--- config.mk ---
export PLATFORM = sky130hd
export DESIGN_NAME = poly_note_gen
export DESIGN_NICKNAME = d
export VERILOG_FILES = /design/src/rtl/poly_note_pkg.sv /design/src/rtl/poly_note_gen_channel.sv /design/src/rtl/poly_note_gen.sv
export SDC_FILE = /design/constraint.sdc
export NUM_CORES = 1
export LEC_CHECK = 0
export BUFFER_PORTS_ARGS = -buffer_cell sky130_fd_sc_hd__buf_2
export CAP_MARGIN = 5
export CORE_MARGIN = 1
export CORE_UTILIZATION = 45
export CTS_BUF_LIST = sky130_fd_sc_hd__clkbuf_4 sky130_fd_sc_hd__clkbuf_8
export DETAILED_ROUTE_END_ITERATION = 7
export PLACE_DENSITY = 0.65
export SETUP_SLACK_MARGIN = 0.2
export SLEW_MARGIN = 20
export SYNTH_ARGS = -nofsm -noshare
export SYNTH_HDL_FRONTEND = slang
export SYNTH_HIERARCHICAL = 1
export SYNTH_SLANG_ARGS = --single-unit
--- constraint.sdc ---
create_clock -name clk -period 8.6 [get_ports clk]
set_input_delay 0.43 -clock clk [delete_from_list [all_inputs] [get_ports clk]]
set_output_delay 0.43 -clock clk [all_outputs]
set_load 0.05 [all_outputs]
--- src/rtl/poly_note_pkg.sv ---
// Shared constants and helpers for the polyphonic tone generator.
// Volume table, pan routing codes and mix saturation.
package poly_note_pkg;

   // amplitude per volume index, entry 7 first
   localparam logic [7:0][15:0] VOL_TAB = {
      16'h3000, 16'h2800, 16'h2000, 16'h1800,
      16'h1000, 16'h0800, 16'h0400, 16'h0000
   };

   localparam logic [1:0] PAN_MUTE = 2'b00;
   localparam logic [1:0] PAN_L    = 2'b01;
   localparam logic [1:0] PAN_R    = 2'b10;
   localparam logic [1:0] PAN_LR   = 2'b11;

   // clamp a wide signed sum into a w-bit two's complement range
   function automatic logic signed [31:0] sat_amp(
      input logic signed [31:0] s,
      input int                 w
   );
      logic signed [31:0] hi;
      logic signed [31:0] lo;
      hi = (32'sd1 <<< (w - 1)) - 32'sd1;
      lo = -(32'sd1 <<< (w - 1));
      if (s > hi)
         return hi;
      else if (s < lo)
         return lo;
      else
         return s;
   endfunction

endpackage

--- src/rtl/poly_note_gen_channel.sv ---
// One square-wave tone channel: divider counter, phase and pending note slot.
// New dividers are applied only on a waveform edge, or at once when silent.
module note_channel
   import poly_note_pkg::*;
#(
   parameter int DIV_W = 22,
   parameter int AMP_W = 16
) (
   input  logic                    clk,
   input  logic                    rst,
   input  logic [DIV_W-1:0]        note_div,
   input  logic                    note_vld,
   output logic                    note_rdy,
   input  logic [2:0]              volume,
   output logic signed [AMP_W-1:0] contrib,
   output logic                    silent
);

   logic [DIV_W-1:0] act;
   logic [DIV_W-1:0] cnt;
   logic [DIV_W-1:0] pend;
   logic             ph;
   logic             pv;
   logic             accept;
   logic signed [AMP_W-1:0] amp;

   assign note_rdy = ~pv;
   assign accept   = note_vld & ~pv;
   assign silent   = (act <= DIV_W'(1));

   // amplitude lookup and phase sign, forced to zero while silent
   always_comb begin
      amp     = signed'(AMP_W'(VOL_TAB[volume]));
      contrib = '0;
      if (!silent)
         contrib = ph ? -amp : amp;
   end

   // counter, phase and pending slot; accept and apply never coincide
   always_ff @(posedge clk or posedge rst) begin
      if (rst) begin
         act  <= '0;
         cnt  <= '0;
         pend <= '0;
         ph   <= 1'b0;
         pv   <= 1'b0;
      end else begin
         if (accept) begin
            pend <= note_div;
            pv   <= 1'b1;
         end
         if (silent) begin
            cnt <= '0;
            ph  <= 1'b0;
            if (pv) begin
               act <= pend;
               pv  <= 1'b0;
            end
         end else if (cnt == act) begin
            cnt <= '0;
            ph  <= ~ph;
            if (pv) begin
               act <= pend;
               pv  <= 1'b0;
            end
         end else begin
            cnt <= cnt + 1'b1;
         end
      end
   end

endmodule

--- src/rtl/poly_note_gen.sv ---
// Polyphonic square-wave generator: NCH tone channels mixed to stereo.
// Routing, two adder trees, saturation and registered outputs.
module poly_note_gen
   import poly_note_pkg::*;
#(
   parameter int NCH   = 4,
   parameter int DIV_W = 22,
   parameter int AMP_W = 16
) (
   input  logic                 clk,
   input  logic                 rst,
   input  logic [NCH*DIV_W-1:0] note_div,
   input  logic [NCH-1:0]       note_vld,
   output logic [NCH-1:0]       note_rdy,
   input  logic [NCH*3-1:0]     volume,
   input  logic [NCH*2-1:0]     pan,
   output logic [AMP_W-1:0]     audio_left,
   output logic [AMP_W-1:0]     audio_right
);

   localparam int SUM_W = AMP_W + 3;

   logic signed [AMP_W-1:0] contrib [NCH];
   logic [NCH-1:0]          silent;
   logic signed [SUM_W-1:0] sum_l;
   logic signed [SUM_W-1:0] sum_r;

   for (genvar i = 0; i < NCH; i++) begin : g_ch
      note_channel #(
         .DIV_W (DIV_W),
         .AMP_W (AMP_W)
      ) u_ch (
         .clk      (clk),
         .rst      (rst),
         .note_div (note_div[i*DIV_W +: DIV_W]),
         .note_vld (note_vld[i]),
         .note_rdy (note_rdy[i]),
         .volume   (volume[i*3 +: 3]),
         .contrib  (contrib[i]),
         .silent   (silent[i])
      );
   end

   // route each channel by its pan code and sum per side
   always_comb begin
      sum_l = '0;
      sum_r = '0;
      for (int i = 0; i < NCH; i++) begin
         if (!silent[i]) begin
            unique case (pan[i*2 +: 2])
               PAN_L:   sum_l = sum_l + SUM_W'(contrib[i]);
               PAN_R:   sum_r = sum_r + SUM_W'(contrib[i]);
               PAN_LR: begin
                  sum_l = sum_l + SUM_W'(contrib[i]);
                  sum_r = sum_r + SUM_W'(contrib[i]);
               end
               default: ;
            endcase
         end
      end
   end

   // saturate and register the stereo sample
   always_ff @(posedge clk or posedge rst) begin
      if (rst) begin
         audio_left  <= '0;
         audio_right <= '0;
      end else begin
         audio_left  <= AMP_W'(sat_amp(32'(sum_l), AMP_W));
         audio_right <= AMP_W'(sat_amp(32'(sum_r), AMP_W));
      end
   end

endmodule

; Yosys cells after proc, flatten, opt, wreduce, memory -nomap -nowiden
; Memories as Yosys holds them, arrays and structs flattened.
; Cells that the tools add are included.
[word_totals]
register_bits = 304
latchBits = 0
ram_bits = 0
mem_bits_ro = 512
output_inout_bits = 36
elab_cells = 167
n_memories = 4
[classes]
addsub = 14
multipliers = 0
div = 0
order_cmp = 12
eq_ne = 16
n_shift = 0
muxes = 75
bitwise_logic = 12
reduce_logical = 12
[memory_table]
columns = memory, words, word_bits, rd, rd_ports_with_merged_regs, wr, line_no
row1 = (name not given), 8, 16, 1, 0, 0, poly_note_gen_channel.sv:33  ; amp = signed'(AMP_W'(VOL_TAB[volume]));
row2 = (name not given), 8, 16, 1, 0, 0, poly_note_gen_channel.sv:33
row3 = (name not given), 8, 16, 1, 0, 0, poly_note_gen_channel.sv:33
row4 = (name not given), 8, 16, 1, 0, 0, poly_note_gen_channel.sv:33
[ops]
columns = op, n
row1 = $mux 22, 20
row2 = $mux 19, 16
row3 = $mux 16, 15
row4 = $add 19x16->19, 6
row5 = $add 22x1->22 const B, 4
row6 = $eq 22x22->1, 4
row7 = $le 22x1->1 const B, 4
row8 = $neg 16->16, 4
row9 = $gt 19x16->1 const B, 2
row10 = $lt 19x16->1 const B, 2
row11 = $mux 1, 24
row12 = $eq 2x2->1 const B, 8
row13 = $lt 3x4->1 const B, 4
row14 = $reduce_or 2->1, 8
row15 = $eq 2x1->1 const B, 4
row16 = $not 1->1, 8
row17 = $reduce_bool 2->1, 4
row18 = $and 1x1->1, 4

; Longest topological paths before layout
; Gate-level depths: netlist of the first run.
[depth]
depth_word = 18
ltp_mapped = 40
depth_no_buf = 37

; Hierarchy
; Netlist of the first run, hierarchy kept.
[modules_own_cells]
columns = module, n_inst, cells_per_inst, area_per_inst_um2, seq_area_each_um2
row1 = note_channel (g_ch[0].u_ch ...), 2, 384, 3847.4, 1701.6
row2 = poly_note_gen, 1, 1000, 7357.1, 800.8
row3 = note_channel (g_ch[1].u_ch), 1, 386, 3877.5, 1701.6
row4 = note_channel (g_ch[3].u_ch), 1, 376, 3873.7, 1701.6

; Worst setup path before layout of the first run
; No wires, ideal clock.
[synth_path]
path_type = register to register
start = reg g_ch[0].u_ch.act[20]
end = reg audio_right[10]
setup_time_ps = 128
arrival_time_ps = 6145
path_slack_ps = 2327
stages_incl_launch_ff = 33
cell_sequence = dfrtp_1 > nor4_1 > nand4_1 > or2_1 > buf_2 > clkinv_2 > nor2b_1 > clkbuf_1 > and2_1 > ha_1 > a221o_1 > a311o_1 > xor2_1 > nand2_1 > o21ai_0 > ha_1 > o21ai_0 > o21bai_1 > a21o_1 > a21oi_1 > o31ai_2 > mux2i_1 > nor3_2 > ha_1 > a21oi_1 > nor2b_1 > o311ai_0 > and3_1 > nor3_1 > xnor2_1 > o31a_1 > buf_2 > o21ai_0
[synth_between]
elab_chain_len = 14
elab_cells_between_ends = 15
cone_classes = add/sub (3) / order compare (3) / mux (9)
[synth_rtl]
columns = item, line_no
row1 = "start, declared", poly_note_gen_channel.sv:19  ; logic [DIV_W-1:0] act;
row2 = "start signal, assigned", poly_note_gen_channel.sv:56  ; act <= pend;
row3 = "start signal, assigned", poly_note_gen_channel.sv:63  ; act <= pend;
row4 = $le 22x1->1 (*), poly_note_gen_channel.sv:29  ; assign silent = (act <= DIV_W'(1));
row5 = named net silent[0], poly_note_gen.sv:24  ; logic [NCH-1:0] silent;
row6 = $mux 19 (*), poly_note_gen.sv:49  ; if (!silent[i]) begin
row7 = $add 19x16->19, "poly_note_gen.sv:52, poly_note_gen.sv:55"
row8 = $mux 19, -
row9 = $mux 19 (*), poly_note_gen.sv:49
row10 = $add 19x16->19, "poly_note_gen.sv:52, poly_note_gen.sv:55"
row11 = $mux 19, -
row12 = $mux 19 (*), poly_note_gen.sv:49
row13 = $add 19x16->19, "poly_note_gen.sv:52, poly_note_gen.sv:55"
row14 = $mux 19, -
row15 = $mux 19 (*), poly_note_gen.sv:49
row16 = $lt 19x16->1, poly_note_pkg.sv:27  ; else if (s < lo)
row17 = $mux 16, poly_note_pkg.sv:27
row18 = $mux 16 (*), poly_note_pkg.sv:25  ; if (s > hi)
row19 = "end signal, assigned", poly_note_gen.sv:70  ; audio_right <= AMP_W'(sat_amp(32'(sum_r), AMP_W));
row20 = "end, declared", poly_note_gen.sv:18  ; output logic [AMP_W-1:0] audio_right
; Mark *: on every way through the listed nets, which the timed path passes. The rest lies on a longest branch.
; A chain may end at the register's enable or synchronous reset.

; Worst setup path after layout of the first run
[layout_path]
start = reg g_ch[0].u_ch.act[11]
end = reg audio_left[3]
[layout_between]
elab_chain_len = 14
elab_cells_between_ends = 15
cone_classes = add/sub (3) / order compare (3) / mux (9)
[layout_rtl]
columns = item, line_no
row1 = $le 22x1->1 (*), poly_note_gen_channel.sv:29
row2 = named net silent[0], poly_note_gen.sv:24
row3 = $mux 19 (*), poly_note_gen.sv:49
row4 = $add 19x16->19, "poly_note_gen.sv:51, poly_note_gen.sv:54"
row5 = $mux 19, -
row6 = $mux 19 (*), poly_note_gen.sv:49
row7 = $add 19x16->19, "poly_note_gen.sv:51, poly_note_gen.sv:54"
row8 = $mux 19, -
row9 = $mux 19 (*), poly_note_gen.sv:49
row10 = $add 19x16->19, "poly_note_gen.sv:51, poly_note_gen.sv:54"
row11 = $mux 19, -
row12 = $mux 19 (*), poly_note_gen.sv:49
row13 = $lt 19x16->1, poly_note_pkg.sv:27
row14 = $mux 16, poly_note_pkg.sv:27
row15 = $mux 16 (*), poly_note_pkg.sv:25
row16 = "end signal, assigned", poly_note_gen.sv:69  ; audio_left <= AMP_W'(sat_amp(32'(sum_l), AMP_W));
row17 = "end, declared", poly_note_gen.sv:17  ; output logic [AMP_W-1:0] audio_left,
; Marked as above.

==> out/summary.json, run 1 <==
{
  "p_leak_nw": 11.7,
  "hpwl_after_dpl_um": 42000,
  "max_vdd_drop_v": 0.000151,
  "leading_cell_type_by_number_of_instances_after_synthesis": "sky130_fd_sc_hd__dfrtp_1",
  "min_path_cells": 2,
  "drv_slew": 0,
  "setup_viol": 0,
  "critical_path_buf_inv_count": 3,
  "share_of_the_synthesized_area_in_the_top_cell_type": 0.334,
  "ff_latch_area_um2": 7610,
  "global_route_wire_length_before_repair_um": 94900,
  "ys_warn_count": 6,
  "synthTopCellsByCount": "sky130_fd_sc_hd__dfrtp_1 (304), sky130_fd_sc_hd__nor2_1 (210), sky130_fd_sc_hd__nand2_1 (198)",
  "max_slew.worst_pin.slew_ps": 1070,
  "grt_setup_unrepaired": "no",
  "post-synth-top-area-cell": "sky130_fd_sc_hd__dfrtp_1",
  "crit_start": "g_ch[0].u_ch/act[11]$_DFFE_PP0P_",
  "maximum_number_of_pins_on_one_net_before_global_route_repair": 69,
  "row_count": 82,
  "cts-root-buf": "sky130_fd_sc_hd__clkbuf_8",
  "fillerInstances": 4649,
  "grt_overflow_total": 0,
  "asyncSetResetFlopFracSynth": 1.00,
  "syn-mean-instance-area_um2": 9.01,
  "timing.critical_path.slowest_cell_delay_ps": 500,
  "post_route_ant_nets": 0,
  "totalPowerFinal_w": 0.00466,
  "min_period_ps": 7540,
  "number_of_buffer_cells_added_on_primary_ports": 149,
  "drt-total-wl_um": 57400,
  "crit_cells": 28,
  "gp_congestion": 0.891,
  "numClockSinks": 304,
  "timing.critical_path.to_type": "register",
  "routedWlPerCell_um": 16.8,
  "numPlacedInstances": 3239,
  "synth_flop_cell": "sky130_fd_sc_hd__dfrtp_1",
  "synth_area_um2": 22800,
  "cts_tree": "yes",
  "multi_input_comb_area_um2": 13900,
  "final_area_um2": 25900,
  "track_usage": 0.224,
  "io_pins": 150,
  "final_layout_size_suffix_gt1_frac": 0.167,
  "cp_max_fo": 19,
  "slowest_stage_cell_on_the_critical_path": "sky130_fd_sc_hd__o31ai_1",
  "number_of_antenna_violations_at_the_first_check_in_global_routing": 7,
  "fin_nets": 2960,
  "timing_hold_violations_final": 0,
  "maxCapViolations": 0,
  "clock_latency_ps": 660,
  "placeableCoreArea_um2": 50100,
  "die_area_um2": 51600,
  "ys_seq_area_frac": 0.334,
  "grt_pass1_vias": 19146,
  "cell_count_after_synthesis": 2530,
  "vias_per_inst": 5.64,
  "synth.distinct_cells": 95,
  "cts_buffers": 55,
  "post-cts-setup-buffers": 0,
  "critPathMostFrequentCell": "sky130_fd_sc_hd__o21ai_0",
  "finClkSkew_ps": 32.6,
  "finalCritPeriodShare": 0.877,
  "cpLargestDelayFamily": "compound AO/OA/AOI/OAI gates",
  "htree_levels": 2,
  "final_cell_count_no_fill": 3423,
  "num_vias": 19296,
  "initial_utilization": 0.455,
  "die-width_um": 227,
  "cellPowerDensity_nw_per_um2": 180,
  "fmax_mhz": 133,
  "run_status": "complete, no violations",
  "yosys_register_bits": 304,
  "rr_startpoint": "g_ch[0].u_ch/act[11]$_DFFE_PP0P_",
  "fin_tns_setup_ps": 0,
  "number_of_synthesized_flops_with_an_enable_pin": 0,
  "first_iter_violations": 1204,
  "critical_path.startpoint_type": "register",
  "cts_max_path_buffers": 3,
  "flow.area_growth_from_synthesis_pct": 13.4,
  "worst_case_hold_slack_ps": 49.1,
  "drcViolationCount": 0,
  "timing.hold.worst.start": "note_div[77]",
  "ys_top_cells_by_area": "sky130_fd_sc_hd__dfrtp_1 (33%), sky130_fd_sc_hd__ha_1 (7.0%), sky130_fd_sc_hd__xnor2_1 (5.0%), sky130_fd_sc_hd__mux2_2 (4.7%), sky130_fd_sc_hd__xor2_1 (4.6%)",
  "worst-endpoint-arrival_ps": 8030,
  "worst_r2r_path_depth": 28,
  "chipHeight_um": 227,
  "placed_area_um2": 23800,
  "clk_pin_slew_worst_paths_ps": 60,
  "worst_slew_margin_rel": 0.285,
  "timing_worst_setup_path_type": "register to register",
  "min-delay-path-class": "input port to register",
  "drt_pass1_iterations": 6,
  "timing.critical_path.required_ps": 9090
}
state kept, by name (all words and copies together), names as in the netlist:
name	flops
g_ch.u_ch/ph	4
g_ch.u_ch/pend	88
g_ch.u_ch/act	88
g_ch.u_ch/cnt	88
audio_left	16
g_ch.u_ch/pv	4
audio_right	16
where the power goes:
group | internal (W) | switching (W) | total (W)
clock network | 0.000842 | 0.000610 | 0.00145
logic | 0.000577 | 0.000766 | 0.00134
registers | 0.00166 | 0.000203 | 0.00187
final cells by class:
type	instances	area share
Tap cell	672	0.0325
Inverter	135	0.0199
Multi-Input combinational cell	1952	0.537
Antenna cell	2	0.000194
Sequential cell	304	0.294
Timing Repair Buffer	264	0.0707
Clock inverter	11	0.00450
Clock buffer	83	0.0410
metal layers:
layer  GRT usage  vias to the layer above  wire (um)
li1            -                     9465          -
met4      0.0714                       14       1390
met5           0                        -        101
met2       0.369                      478      26900
met3      0.0382                      120       2930
met1       0.299                     9219      26100
worst register-to-register path: cells and delay by family, from the launching register on:
kind | cells | cell delay [ps]
flops | 1 | 420
compound gates | 11 | 2830
buf+inv | 3 | 630
fa+ha+maj | 3 | 1220
simple gates | 9 | 1860
xor+xnor | 2 | 450
what timing repair did:
item | CTS | global route
hold buffers | 88 | 0
resized for setup | 0 | 0
hold endpoints to repair | 88 | 0
stage by stage:
step                utilization  setup slack, ps
detailed placement        0.475             1200
floorplan                     -             2330
CTS                       0.516             1140
global placement          0.475             1430
global route              0.516              489
finish                    0.517             1060
logic make-up (layout without fill, tap and decap cells):
group / count (synthesis) / count (layout) / synth area share
mux: 114 / 114 / 0.0553
flops: 304 / 304 / 0.334
fa+ha+maj: 134 / 134 / 0.0755
xor+xnor: 251 / 251 / 0.0964
simple gates: 776 / 776 / 0.172
compound gates: 637 / 637 / 0.202
other cells: 4 / 42 / 0.000658
buf+inv: 310 / 493 / 0.0644
worst paths after layout:
check	endpoint	slack, ps
hold reg to reg	g_ch[0].u_ch/pend[15]$_DFFE_PP0P_	510
hold / removal	g_ch[3].u_ch/pend[11]$_DFFE_PP0P_	50
max in group asynchronous	g_ch[1].u_ch/act[13]$_DFFE_PP0P_	7260
min in group asynchronous	audio_left[15]$_DFF_PP0_	350
setup / recovery	audio_left[3]$_DFF_PP0_	1060
setup reg to reg	audio_left[3]$_DFF_PP0_	1060
cell usage in the layout, fill, tap and decap left out, types with 23 or more instances in the layout:
cell	netlist	routed
sky130_fd_sc_hd__buf_2	36	149
sky130_fd_sc_hd__a32o_1	28	28
sky130_fd_sc_hd__clkbuf_8	0	70
sky130_fd_sc_hd__a41oi_1	49	49
sky130_fd_sc_hd__ha_1	128	128
sky130_fd_sc_hd__nand4_1	31	31
sky130_fd_sc_hd__o32ai_1	49	49
sky130_fd_sc_hd__dlygate4sd3_1	0	88
sky130_fd_sc_hd__nor3_1	42	42
sky130_fd_sc_hd__dfrtp_1	304	304
sky130_fd_sc_hd__mux2_2	96	96
sky130_fd_sc_hd__nand2_1	198	198
sky130_fd_sc_hd__xnor2_1	131	131
sky130_fd_sc_hd__xor2_1	120	120
sky130_fd_sc_hd__o211ai_1	61	61
sky130_fd_sc_hd__and2_1	27	27
sky130_fd_sc_hd__a21oi_1	116	116
sky130_fd_sc_hd__nor4_1	23	23
sky130_fd_sc_hd__nand3_1	104	104
sky130_fd_sc_hd__buf_4	46	27
sky130_fd_sc_hd__a21o_1	29	29
sky130_fd_sc_hd__a211oi_1	26	26
sky130_fd_sc_hd__conb_1	4	40
sky130_fd_sc_hd__nor2_1	210	210
sky130_fd_sc_hd__inv_1	131	127
sky130_fd_sc_hd__o21ai_0	121	121
sky130_fd_sc_hd__nor2b_1	28	25
No activity file was read; power rests on OpenSTA's default activity.
==> run 2, diff against run 1 <==
--- a/config.mk
+++ b/config.mk
@@ -12,6 +12,7 @@
 export CTS_BUF_LIST = sky130_fd_sc_hd__clkbuf_4 sky130_fd_sc_hd__clkbuf_8
 export DETAILED_ROUTE_END_ITERATION = 7
 export PLACE_DENSITY = 0.65
+export RECOVER_POWER = 25
 export SETUP_SLACK_MARGIN = 0.2
 export SLEW_MARGIN = 20
 export SYNTH_ARGS = -nofsm -noshare
==> constraint.sdc (replaced) <==
create_clock -name clk -period 8.8 [get_ports clk]
set_input_delay 0.44 -clock clk [delete_from_list [all_inputs] [get_ports clk]]
set_output_delay 0.44 -clock clk [all_outputs]
set_load 0.05 [all_outputs]
==> out/summary.json, run 2 (synthesized netlist as in run 1, its figures left out) <==
{
  "crit_start": {"value": "g_ch[1].u_ch/act[11]$_DFFE_PP0P_", "change": "was g_ch[0].u_ch/act[11]$_DFFE_PP0P_"},
  "timing_hold_violations_final": {"value": 0, "change": "unchanged"},
  "final_layout_size_suffix_gt1_frac": {"value": 0.166, "change": "was 0.167"},
  "number_of_buffer_cells_added_on_primary_ports": {"value": 149, "change": "unchanged"},
  "hpwl_after_dpl": {"value": 42000, "unit": "um", "change": "about the same"},
  "cts_tree": {"value": "yes", "change": "unchanged"},
  "timing.hold.worst.start": {"value": "note_div[6]", "change": "was note_div[77]"},
  "num_vias": {"value": 19373, "change": "was 19296"},
  "io_pins": {"value": 150, "change": "unchanged"},
  "placeableCoreArea": {"value": 50100, "unit": "um2", "change": "unchanged"},
  "cts-root-buf": {"value": "sky130_fd_sc_hd__clkbuf_8", "change": "unchanged"},
  "clk_pin_slew_worst_paths": {"value": 60, "unit": "ps", "change": "about the same"},
  "gp_congestion": {"value": 0.965, "change": "was 0.891"},
  "drv_slew": {"value": 207, "change": "was 0"},
  "maximum_number_of_pins_on_one_net_before_global_route_repair": {"value": 69, "change": "unchanged"},
  "row_count": {"value": 82, "change": "unchanged"},
  "global_route_wire_length_before_repair": {"value": 94900, "unit": "um", "change": "about the same"},
  "grt_setup_unrepaired": {"value": "no", "change": "unchanged"},
  "die-width": {"value": 227, "unit": "um", "change": "unchanged"},
  "worst_slew_margin_rel": {"value": -1.45, "change": "was 0.285"},
  "htree_levels": {"value": 2, "change": "unchanged"},
  "grt_overflow_total": {"value": 0, "change": "unchanged"},
  "mostFrequentLayoutCell": {"value": "sky130_fd_sc_hd__dfrtp_1", "change": "unchanged"},
  "timing_worst_setup_path_type": {"value": "register to register", "change": "unchanged"},
  "max_slew.worst_pin.slew": {"value": 3680, "unit": "ps", "change": "was 1070 ps"},
  "final_cell_count_no_fill": {"value": 3429, "change": "was 3423"},
  "dr_wl_met2": {"value": 27000, "unit": "um", "change": "was 26900 um"},
  "post-cts-setup-buffers": {"value": 0, "change": "unchanged"},
  "p_sw": {"value": 0.00158, "unit": "W", "change": "about the same"},
  "min-delay-path-class": {"value": "input port to register", "change": "unchanged"},
  "finalCritPeriodShare": {"value": 0.896, "change": "was 0.877"},
  "sequentialPowerShare": {"value": 0.388, "change": "was 0.400"},
  "first_iter_violations": {"value": 1186, "change": "was 1204"},
  "finClkSkew": {"value": 22.0, "unit": "ps", "change": "was 32.6 ps"},
  "violations": "max-capacitance violations, max-slew violations",
  "drt_pass1_iterations": {"value": 7, "change": "was 6"},
  "maxCapViolations": {"value": 3, "change": "was 0"},
  "layout_common_cells": {"value": "sky130_fd_sc_hd__dfrtp_1 (304), sky130_fd_sc_hd__nor2_1 (210), sky130_fd_sc_hd__nand2_1 (198)", "change": "unchanged"},
  "track_usage": {"value": 0.224, "change": "about the same"},
  "fin_nets": {"value": 2954, "change": "was 2960"},
  "worst-endpoint-arrival": {"value": 8370, "unit": "ps", "change": "was 8030 ps"},
  "run_status": {"value": "finished with violations", "change": "was complete, no violations"},
  "cp_max_fo": {"value": 19, "change": "unchanged"},
  "min_period": {"value": 7880, "unit": "ps", "change": "was 7540 ps"},
  "initial_utilization": {"value": 0.455, "change": "unchanged"},
  "timing.critical_path.to_type": {"value": "register", "change": "unchanged"},
  "rr_startpoint": {"value": "g_ch[1].u_ch/act[11]$_DFFE_PP0P_", "change": "was g_ch[0].u_ch/act[11]$_DFFE_PP0P_"},
  "postCtsResizedCells": {"value": 0, "change": "unchanged"},
  "cellPowerDensity": {"value": 181, "unit": "nW/um2", "change": "was 180 nW/um2"},
  "postLayoutCoreUtil": {"value": 0.518, "change": "was 0.517"},
  "met3_length": {"value": 3000, "unit": "um", "change": "was 2930 um"},
  "fillerInstances": {"value": 4601, "change": "was 4649"},
  "switching_share": {"value": 0.337, "change": "was 0.339"},
  "chipHeight": {"value": 227, "unit": "um", "change": "unchanged"},
  "setup_viol": {"value": 0, "change": "unchanged"},
  "cts_max_path_buffers": {"value": 3, "change": "unchanged"},
  "m1WireLength": {"value": 26600, "unit": "um", "change": "was 26100 um"},
  "clock_power_share": {"value": 0.332, "change": "was 0.312"},
  "fin_tns_setup": {"value": 0, "unit": "ps", "change": "unchanged"},
  "vias_per_inst": {"value": 5.65, "change": "was 5.64"},
  "post_route_ant_nets": {"value": 0, "change": "unchanged"},
  "number_of_antenna_violations_at_the_first_check_in_global_routing": {"value": 6, "change": "was 7"},
  "routed.top_layer": {"value": "met5", "change": "unchanged"},
  "grt_pass1_vias": {"value": 18890, "change": "was 19146"},
  "internal_power": {"value": 0.00311, "unit": "W", "change": "was 0.00308 W"},
  "critical_path.startpoint_type": {"value": "register", "change": "unchanged"},
  "die_area": {"value": 51600, "unit": "um2", "change": "unchanged"},
  "p_leak": {"value": 11.7, "unit": "nW", "change": "about the same"},
  "numClockSinks": {"value": 304, "change": "unchanged"},
  "clock_latency": {"value": 640, "unit": "ps", "change": "was 660 ps"},
  "timing.critical_path.slowest_cell_delay": {"value": 750, "unit": "ps", "change": "was 500 ps"},
  "pwr-share-comb": {"value": 0.280, "change": "was 0.288"},
  "timing.critical_path.required": {"value": 9280, "unit": "ps", "change": "was 9090 ps"},
  "flow.area_growth_from_synthesis": {"value": 13.7, "unit": "%", "change": "was 13.4%"},
  "largest_registers": {"value": "g_ch.u_ch/act: 88 flops, g_ch.u_ch/cnt: 88 flops, g_ch.u_ch/pend: 88 flops", "change": "unchanged"},
  "numPlacedInstances": {"value": 3237, "change": "was 3239"},
  "routedWlPerCell": {"value": 16.9, "unit": "um", "change": "was 16.8 um"},
  "slowest_stage_cell_on_the_critical_path": {"value": "sky130_fd_sc_hd__or2_1", "change": "was sky130_fd_sc_hd__o31ai_1"},
  "drcViolationCount": {"value": 0, "change": "unchanged"},
  "drt-total-wl": {"value": 57900, "unit": "um", "change": "was 57400 um"},
  "max_vdd_drop": {"value": 0.000147, "unit": "V", "change": "was 0.000151 V"},
  "fmax": {"value": 127, "unit": "MHz", "change": "was 133 MHz"},
  "cts_buffers": {"value": 55, "change": "unchanged"}
}
[run 2: path summary, 6_finish.rpt]
path                                                         end  slack [ps]  cells past startpoint
worst min-delay path            g_ch[0].u_ch/pend[6]$_DFFE_PP0P_          60                      2
worst max register to register         audio_right[10]$_DFF_PP0_         920                     28
min in group asynchronous               audio_right[7]$_DFF_PP0_         680                      3
worst max-delay path                   audio_right[10]$_DFF_PP0_         920                     28
worst min register to register  g_ch[0].u_ch/pend[0]$_DFFE_PP0P_         520                      1
max in group asynchronous        g_ch[2].u_ch/act[7]$_DFFE_PP0P_        4700                      4
[run 2: power by group through the flow]
| stage | combinational (W) | sequential (W) | clock (W) |
|---|---|---|---|
| 2_1_floorplan | 0.000938 | 0.00188 | 0 |
| 3_3_place_gp | 0.00118 | 0.00184 | 0 |
| 3_5_place_dp | 0.00121 | 0.00184 | 0 |
| 4_1_cts | 0.00125 | 0.00182 | 0.00160 |
| 5_1_grt | 0.00146 | 0.00185 | 0.00165 |
| 6_report | 0.00131 | 0.00182 | 0.00156 |
[run 2: routing by layer]
metal / up-vias / track usage
met4: 10 / 0.0743
met3: 101 / 0.0332
li1: 9476 / -
met5: - / 0
met1: 9270 / 0.304
met2: 516 / 0.365
[run 2: what timing repair did]
item,4_1_cts,5_1_grt
setup endpoints to repair,0,0
hold buffers,83,1
endpoints found under the hold margin,94,1
[run 2: stage by stage]
| step | instance area [um2] | total power (W) | setup slack, ps | hold WS [ps] |
|---|---|---|---|---|
| final | 25900 | 0.00469 | 916 | 56.2 |
| after global routing | 25900 | 0.00496 | 221 | 28.2 |
| after CTS | 25900 | 0.00466 | 920 | 0.0152 |
| after detailed placement | 23800 | 0.00305 | 996 | 499 |
| after global placement | 23800 | 0.00302 | 1350 | 496 |
| after floorplan | 22900 | 0.00281 | 2530 | 472 |
[run 2: critical path, delay by kind of cell, from the launching register on]
family                   cells  cell delay [ps]
AO/OA/AOI/OAI               12             2750
XOR/XNOR                     2              380
adder cells (fa/ha/maj)      3             1080
buffers and inverters        1              260
flip-flops                   1              420
multiplexers                 1              160
AND/OR/NAND/NOR              9             2660
[run 2: area by class of cell]
cell class,instances,area (um2),area share
multi-input combinational,1952,13900,0.535
sequential,304,7610,0.293
inverter,135,515,0.0199
timing repair buffer,258,1760,0.0678
antenna,5,12.5,0.000483
clock buffer,83,1070,0.0412
tap,672,841,0.0324
clock inverter,20,244,0.00941
